`src/rtl/pipe_pkg.sv`:
```
// Shared definitions for the pipeline stage boundaries.
// Holds the payload layouts and widths for each boundary, plus the occupancy type.
package pipe_pkg;

  typedef logic [1:0] occ_t;

  typedef struct packed {
    logic [31:0] pc;
    logic [31:0] inst;
  } if_id_t;

  typedef struct packed {
    logic [31:0] pc;
    logic [31:0] inst;
    logic [31:0] rs_val;
    logic [31:0] rt_val;
    logic [31:0] imm;
    logic [4:0]  alu_op;
    logic [4:0]  wreg;
    logic        regwen;
    logic        hi_we;
    logic        lo_we;
    logic        cp0_we;
    logic [4:0]  cp0_addr;
  } id_ex_t;

  typedef struct packed {
    logic [31:0] pc;
    logic [31:0] res;
    logic [31:0] hi;
    logic [31:0] lo;
    logic [4:0]  wreg;
    logic        regwen;
    logic        hi_we;
    logic        lo_we;
    logic        cp0_we;
    logic [4:0]  cp0_addr;
    logic        mem_rd;
    logic        mem_wr;
  } ex_mem_t;

  typedef struct packed {
    logic [31:0] pc;
    logic [31:0] res;
    logic [31:0] hi;
    logic [31:0] lo;
    logic [4:0]  wreg;
    logic        regwen;
    logic        hi_we;
    logic        lo_we;
  } mem_wb_t;

  localparam int IF_ID_W  = $bits(if_id_t);
  localparam int ID_EX_W  = $bits(id_ex_t);
  localparam int EX_MEM_W = $bits(ex_mem_t);
  localparam int MEM_WB_W = $bits(mem_wb_t);

endpackage

```
`src/rtl/pipe_seg_slot.sv`:
```
// One storage slot of a pipeline segment: a valid bit plus a payload register.
// clr drops the valid bit, load captures a new entry, data_clr restores RST_DATA.
module pipe_seg_slot #(
  parameter int               WIDTH    = 128,
  parameter logic [WIDTH-1:0] RST_DATA = {WIDTH{1'b0}}
) (
  input  logic             clk,
  input  logic             reset,
  input  logic             load,
  input  logic             clr,
  input  logic             data_clr,
  input  logic [WIDTH-1:0] load_data,
  output logic             v,
  output logic [WIDTH-1:0] data
);

  logic             v_q, v_d;
  logic [WIDTH-1:0] data_q, data_d;

  // Next-state: clear wins over load; data restore is independent of the valid bit
  always_comb begin
    v_d    = v_q;
    data_d = data_q;
    if (clr) begin
      v_d = 1'b0;
    end else if (load) begin
      v_d    = 1'b1;
      data_d = load_data;
    end
    if (data_clr) begin
      data_d = RST_DATA;
    end
  end

  // Slot registers with synchronous reset
  always_ff @(posedge clk) begin
    if (reset) begin
      v_q    <= 1'b0;
      data_q <= RST_DATA;
    end else begin
      v_q    <= v_d;
      data_q <= data_d;
    end
  end

  assign v    = v_q;
  assign data = data_q;

endmodule

```
`src/rtl/pipe_seg_skid.sv`:
```
// Pipeline segment register with valid/ready handshake, flush and a 2-entry skid.
// Main slot M drives the outputs; skid slot S catches one entry while M is stalled,
// so in_ready comes from a flop and never depends combinationally on out_ready.
// Optional build macro: PIPE_SEG_CLR_ON_FLUSH_EN -- flush also restores the data
// registers to RST_DATA (otherwise only the valid bits are cleared).
module pipe_seg_skid
  import pipe_pkg::*;
#(
  parameter int               WIDTH    = 128,
  parameter logic [WIDTH-1:0] RST_DATA = {WIDTH{1'b0}}
) (
  input  logic             clk,
  input  logic             reset,
  input  logic             in_valid,
  output logic             in_ready,
  input  logic [WIDTH-1:0] in_data,
  input  logic             flush,
  output logic             out_valid,
  input  logic             out_ready,
  output logic [WIDTH-1:0] out_data,
  output logic [1:0]       occupancy
);

  logic             m_v, s_v;
  logic [WIDTH-1:0] m_data, s_data;
  logic             m_load, m_clr, s_load, s_clr, data_clr;
  logic [WIDTH-1:0] m_load_data;
  logic             s_v_next;
  logic             in_ready_q, in_ready_d;
  logic             in_fire, out_fire;
  occ_t             occ;

  assign in_fire  = in_valid & in_ready_q;
  assign out_fire = m_v & out_ready;

  // Slot control: decide which slot loads or clears this cycle
  always_comb begin
    m_load      = 1'b0;
    m_clr       = 1'b0;
    s_load      = 1'b0;
    s_clr       = 1'b0;
    m_load_data = in_data;
    data_clr    = 1'b0;
    if (flush) begin
      // An out_fire this cycle is still consumed; nothing is re-presented
      m_clr = 1'b1;
      s_clr = 1'b1;
`ifdef PIPE_SEG_CLR_ON_FLUSH_EN
      data_clr = 1'b1;
`endif
    end else if (!m_v) begin
      m_load = in_fire;
    end else if (!s_v) begin
      if (out_fire) begin
        m_load = in_fire;
        m_clr  = !in_fire;
      end else begin
        s_load = in_fire;
      end
    end else if (out_fire) begin
      // Skid full means in_ready is low, so only the S->M shift can happen
      m_load      = 1'b1;
      m_load_data = s_data;
      s_clr       = 1'b1;
    end
  end

  // Predict the skid valid bit so in_ready can be registered alongside it
  always_comb begin
    s_v_next = s_v;
    if (s_clr) begin
      s_v_next = 1'b0;
    end else if (s_load) begin
      s_v_next = 1'b1;
    end
    in_ready_d = !s_v_next;
  end

  // Registered in_ready, mirroring !s_v
  always_ff @(posedge clk) begin
    if (reset) begin
      in_ready_q <= 1'b1;
    end else begin
      in_ready_q <= in_ready_d;
    end
  end

  pipe_seg_slot #(.WIDTH(WIDTH), .RST_DATA(RST_DATA)) u_slot_m (
    .clk       (clk),
    .reset     (reset),
    .load      (m_load),
    .clr       (m_clr),
    .data_clr  (data_clr),
    .load_data (m_load_data),
    .v         (m_v),
    .data      (m_data)
  );

  pipe_seg_slot #(.WIDTH(WIDTH), .RST_DATA(RST_DATA)) u_slot_s (
    .clk       (clk),
    .reset     (reset),
    .load      (s_load),
    .clr       (s_clr),
    .data_clr  (data_clr),
    .load_data (in_data),
    .v         (s_v),
    .data      (s_data)
  );

  // The skid slot may only hold an entry while the main slot is occupied
  always_ff @(posedge clk) begin
    if (!reset) begin
      assert (!(s_v && !m_v));
    end
  end

  assign occ       = {1'b0, m_v} + {1'b0, s_v};
  assign occupancy = occ;
  assign in_ready  = in_ready_q;
  assign out_valid = m_v;
  assign out_data  = m_data;

endmodule

```
`config.mk`:
```
export PLATFORM = sky130hd
export DESIGN_NAME = pipe_seg_skid
export DESIGN_NICKNAME = d
export VERILOG_FILES = /design/src/rtl/pipe_pkg.sv /design/src/rtl/pipe_seg_slot.sv /design/src/rtl/pipe_seg_skid.sv
export SDC_FILE = /design/constraint.sdc
export NUM_CORES = 1
export LEC_CHECK = 0
export BUFFER_PORTS_ARGS = -buffer_cell sky130_fd_sc_hd__buf_2
export CAP_MARGIN = 20
export CORE_AREA = 5 5 158 160
export CTS_CLUSTER_DIAMETER = 80
export CTS_CLUSTER_SIZE = 16
export DETAILED_ROUTE_END_ITERATION = 10
export DIE_AREA = 0 0 163 165
export PLACE_DENSITY = 0.75
export SKIP_CTS_REPAIR_TIMING = 1
export SLEW_MARGIN = 20
export SYNTH_ARGS = -nofsm -noshare
export SYNTH_HDL_FRONTEND = slang
export SYNTH_SLANG_ARGS = --single-unit
export TNS_END_PERCENT = 100
```
`constraint.sdc`:
```
create_clock -name clk -period 1.45 [get_ports clk]
set_input_delay 0.435 -clock clk [delete_from_list [all_inputs] [get_ports clk]]
set_output_delay 0.435 -clock clk [all_outputs]
set_load 0.02 [all_outputs]
```
==> run_results.csv <==
group,metric,value,unit
outcome,outcome,"complete, but fails checks",
outcome,violations,"negative setup slack",
sta,tightest_slew,0.4001,ns
placed_design,routabilityCongestion,0.8379,
layout,final_cell_mix,"245 x buf_2, 244 x nand2_1, 242 x dfxtp_1, 119 x a31oi_1, 86 x a311oi_2",
global_routing,grt_pass1_wl,55.39,mm
synthesis,synth_nets,1476,
floorplanning,rows,56,
clock_tree,cts_inserted_buffers,20,
synthesis,avgSynthCellArea,8.193,um^2
global_routing,gr-total-overflow,0,
sta,tns,-54.28,ns
layout,drive_above_1_share,0.4438,
synthesis,ys_types,28,
global_routing,grt_pass1_vias,10745,
clock_tree,cts_root_buf,"clkbuf_16",
run,max_cap_viol_count,0,
clock_tree,clock_latency,0.52,ns
power,p_leak,6.383,nW
power,power.density,928.9,nW/um^2
critical_path,worst_path_most_repeated_cell,"buf_6",
critical_path,crit_buf_inv,2,
placed_design,hpwl,21.94,mm
critical_path,rrSetupSlack,-0.29,ns
critical_path,cp_top_family,"flip-flops",
clock_tree,path_clk_slew,0.07,ns
sta,hold_viol,0,
global_routing,track_usage,0.2464,
floorplanning,die_h,165,um
layout,post-route-util,0.7388,
clock_tree,cts_tree,"done",
sta,slew_headroom,0.7333,
drt,drt_iter0_drc,1913,
synthesis,synth_cells,1342,
critical_path,cp_slowest_cell,"dfxtp_4",
drt,vias,13403,
sta,period_needed,1.783,ns
worst_hold_path,holdCritStartpoint,"in_data[124]",
critical_path,cp-end-kind,"output pin",
layout,layout_commonest_cell,"buf_2",
synthesis,ys_ff_latch,259,
critical_path,crit_arrival,1.35,ns
critical_path,reg2reg_from,"u_slot_s.v",
synthesis,ys_warn_count,0,
sta,hold_slack,0.1741,ns
synthesis,synth.area.top_cells,"dfxtp_1 47%, a311oi_1 10%, nand2_1 8.8%",
critical_path,worstSetupPathType,"reg -> out",
sta,report.final.slew_viol_count,0,
critical_path,critical_path.cell_chain,"buf_6 -> ha_4 -> buf_6",
critical_path,critPathLaunchType,"flip-flop",
drt,antenna_left,0,
synthesis,synth_top_area_share,0.4716,
synthesis,ys_seq_area_frac,0.4716,
critical_path,ff2ff_path_depth,8,
drt,drt_first_pass_iters,8,
critical_path,critPathMaxFanout,3,
drt,wl_per_cell,27.07,um
critical_path,cp_slowest_stage_delay,0.36,ns
placed_design,dp.cells,1828,
floorplanning,dieArea,26900,um^2
critical_path,r2r-end,"u_slot_m.data[45]",
global_routing,antenna_found_initial,2,
clock_tree,cts.sinks,259,
layout,area_delta_synth_final,56.29,%
global_routing,grt_start_max_net_pins,84,
clock_tree,cts_buffer_depth,3,
worst_hold_path,holdPathEnd,"u_slot_s.data[124]",
drt,routed_wl,52.98,mm
placed_design,io_buffers,264,
sta,rsz0062_at_grt,"true",
sta,timing.final.crit_share,1.230,
sta,skew,0.01709,ns
sta,max_clock_freq,560.7,MHz
critical_path,required,1.02,ns
floorplanning,ioPinCount,265,
sta,setup_viol,354,
floorplanning,core_region_area,23260,um^2
worst_hold_path,min_path_cells,3,
floorplanning,die_x,163,um
synthesis,synthesis.area,11000,um^2
power,peakVddDrop,0.0007113,V
drt,via_per_inst,6.849,
layout,final-instance-count-excl-fill,1957,
drt,drc,0,
synthesis,yosys.area.top_type,"dfxtp_1",
layout,diodes,0,
sta,setup_ws,-0.3334,ns
floorplanning,initial_utilization,0.4727,
worst_hold_path,hp-class,"in -> reg",
layout,layout.nets,1772,
clock_tree,htreeDepth,1,
[logic make-up (layout without fill, tap and decap cells)]
group,Yosys count,count (layout),synth area share
AOI/OAI and AO/OA,516,516,0.2939
adders and majority gates,1,1,0.001138
buffers and inverters,170,465,0.07920
DFF,259,259,0.4716
and+or+nand+nor,396,397,0.1542
[metrics by stage]
step / power [W] / instance area [um^2] / setup WS (ns)
final: 0.01596 / 17190 / -0.3334
after global routing: 0.01639 / 17190 / -0.3620
after CTS: 0.01484 / 13460 / -0.4472
after detailed placement: 0.009804 / 12920 / -0.2630
after global placement: 0.009772 / 12920 / -0.2073
after floorplan: 0.008905 / 11010 / -0.01185
[Yosys cell counts, drive strengths merged]
cell type and number:
nand4bb 1, and2b 1, ha 1, nand2 258
buf 79, a311oi 128, a22o 1, nand2b 2
a21oi 129, and3 1, a22oi 1, dfxtp 259
clkbuf 90, nor3 1, nand4b 1, nand3 129
and4bb 1, o21ai 128, and4b 1, a31oi 128
inv 1, a21o 1
[worst register-to-register path: stages (launching register included)]
cell       delay (ns)
dfxtp_2          0.34
buf_6            0.13
buf_6            0.13
nand4b_1         0.17
buf_12           0.19
clkbuf_16        0.21
buf_8            0.14
nand2_1          0.07
a311oi_1         0.28
[layer usage]
metal  track usage  vias up  share of wire
li1              -     5562              -
met1        0.3247     6287           0.34
met2        0.4070     1206           0.45
met3       0.03868      344           0.13
met4       0.09836        4          0.078
met5             0        -        0.00062
[sequential cells by signal, indices dropped and copies added, names as in the netlist]
signal,cells
in_ready,1
u_slot_m.data,128
u_slot_m.v,1
u_slot_s.data,128
u_slot_s.v,1
[how the worst max path moves through the flow]
stage | startpoint | end | slack, ns | depth (start not counted)
5_1_grt | u_slot_m.v | occupancy[0] | -0.36 | 3
3_3_place_gp | flush | u_slot_m.data[96] | -0.21 | 7
6_report | u_slot_m.v | occupancy[0] | -0.33 | 3
3_5_place_dp | flush | u_slot_m.data[35] | -0.26 | 7
2_1_floorplan | in_ready | u_slot_s.data[100] | -0.01 | 5
4_1_cts | u_slot_m.v | occupancy[0] | -0.45 | 3
[cell type report]
| class | count | area [um^2] |
|---|---|---|
| flip-flops and latches | 259 | 5211 |
| fillers | 1511 | 6077 |
| multi-input cells | 914 | 6492 |
| clock inverters | 1 | 16.27 |
| inverters | 1 | 6.256 |
| well taps | 319 | 399.1 |
| repair buffers | 442 | 4534 |
| clock buffers | 21 | 525.5 |
[where the power goes]
part	switching, W	internal [W]
Sequential	0.000198	0.00739
Combinational	0.00187	0.00127
Clock	0.00266	0.00258
Total	0.00472	0.0112
Power figures use the tool's default switching activity.
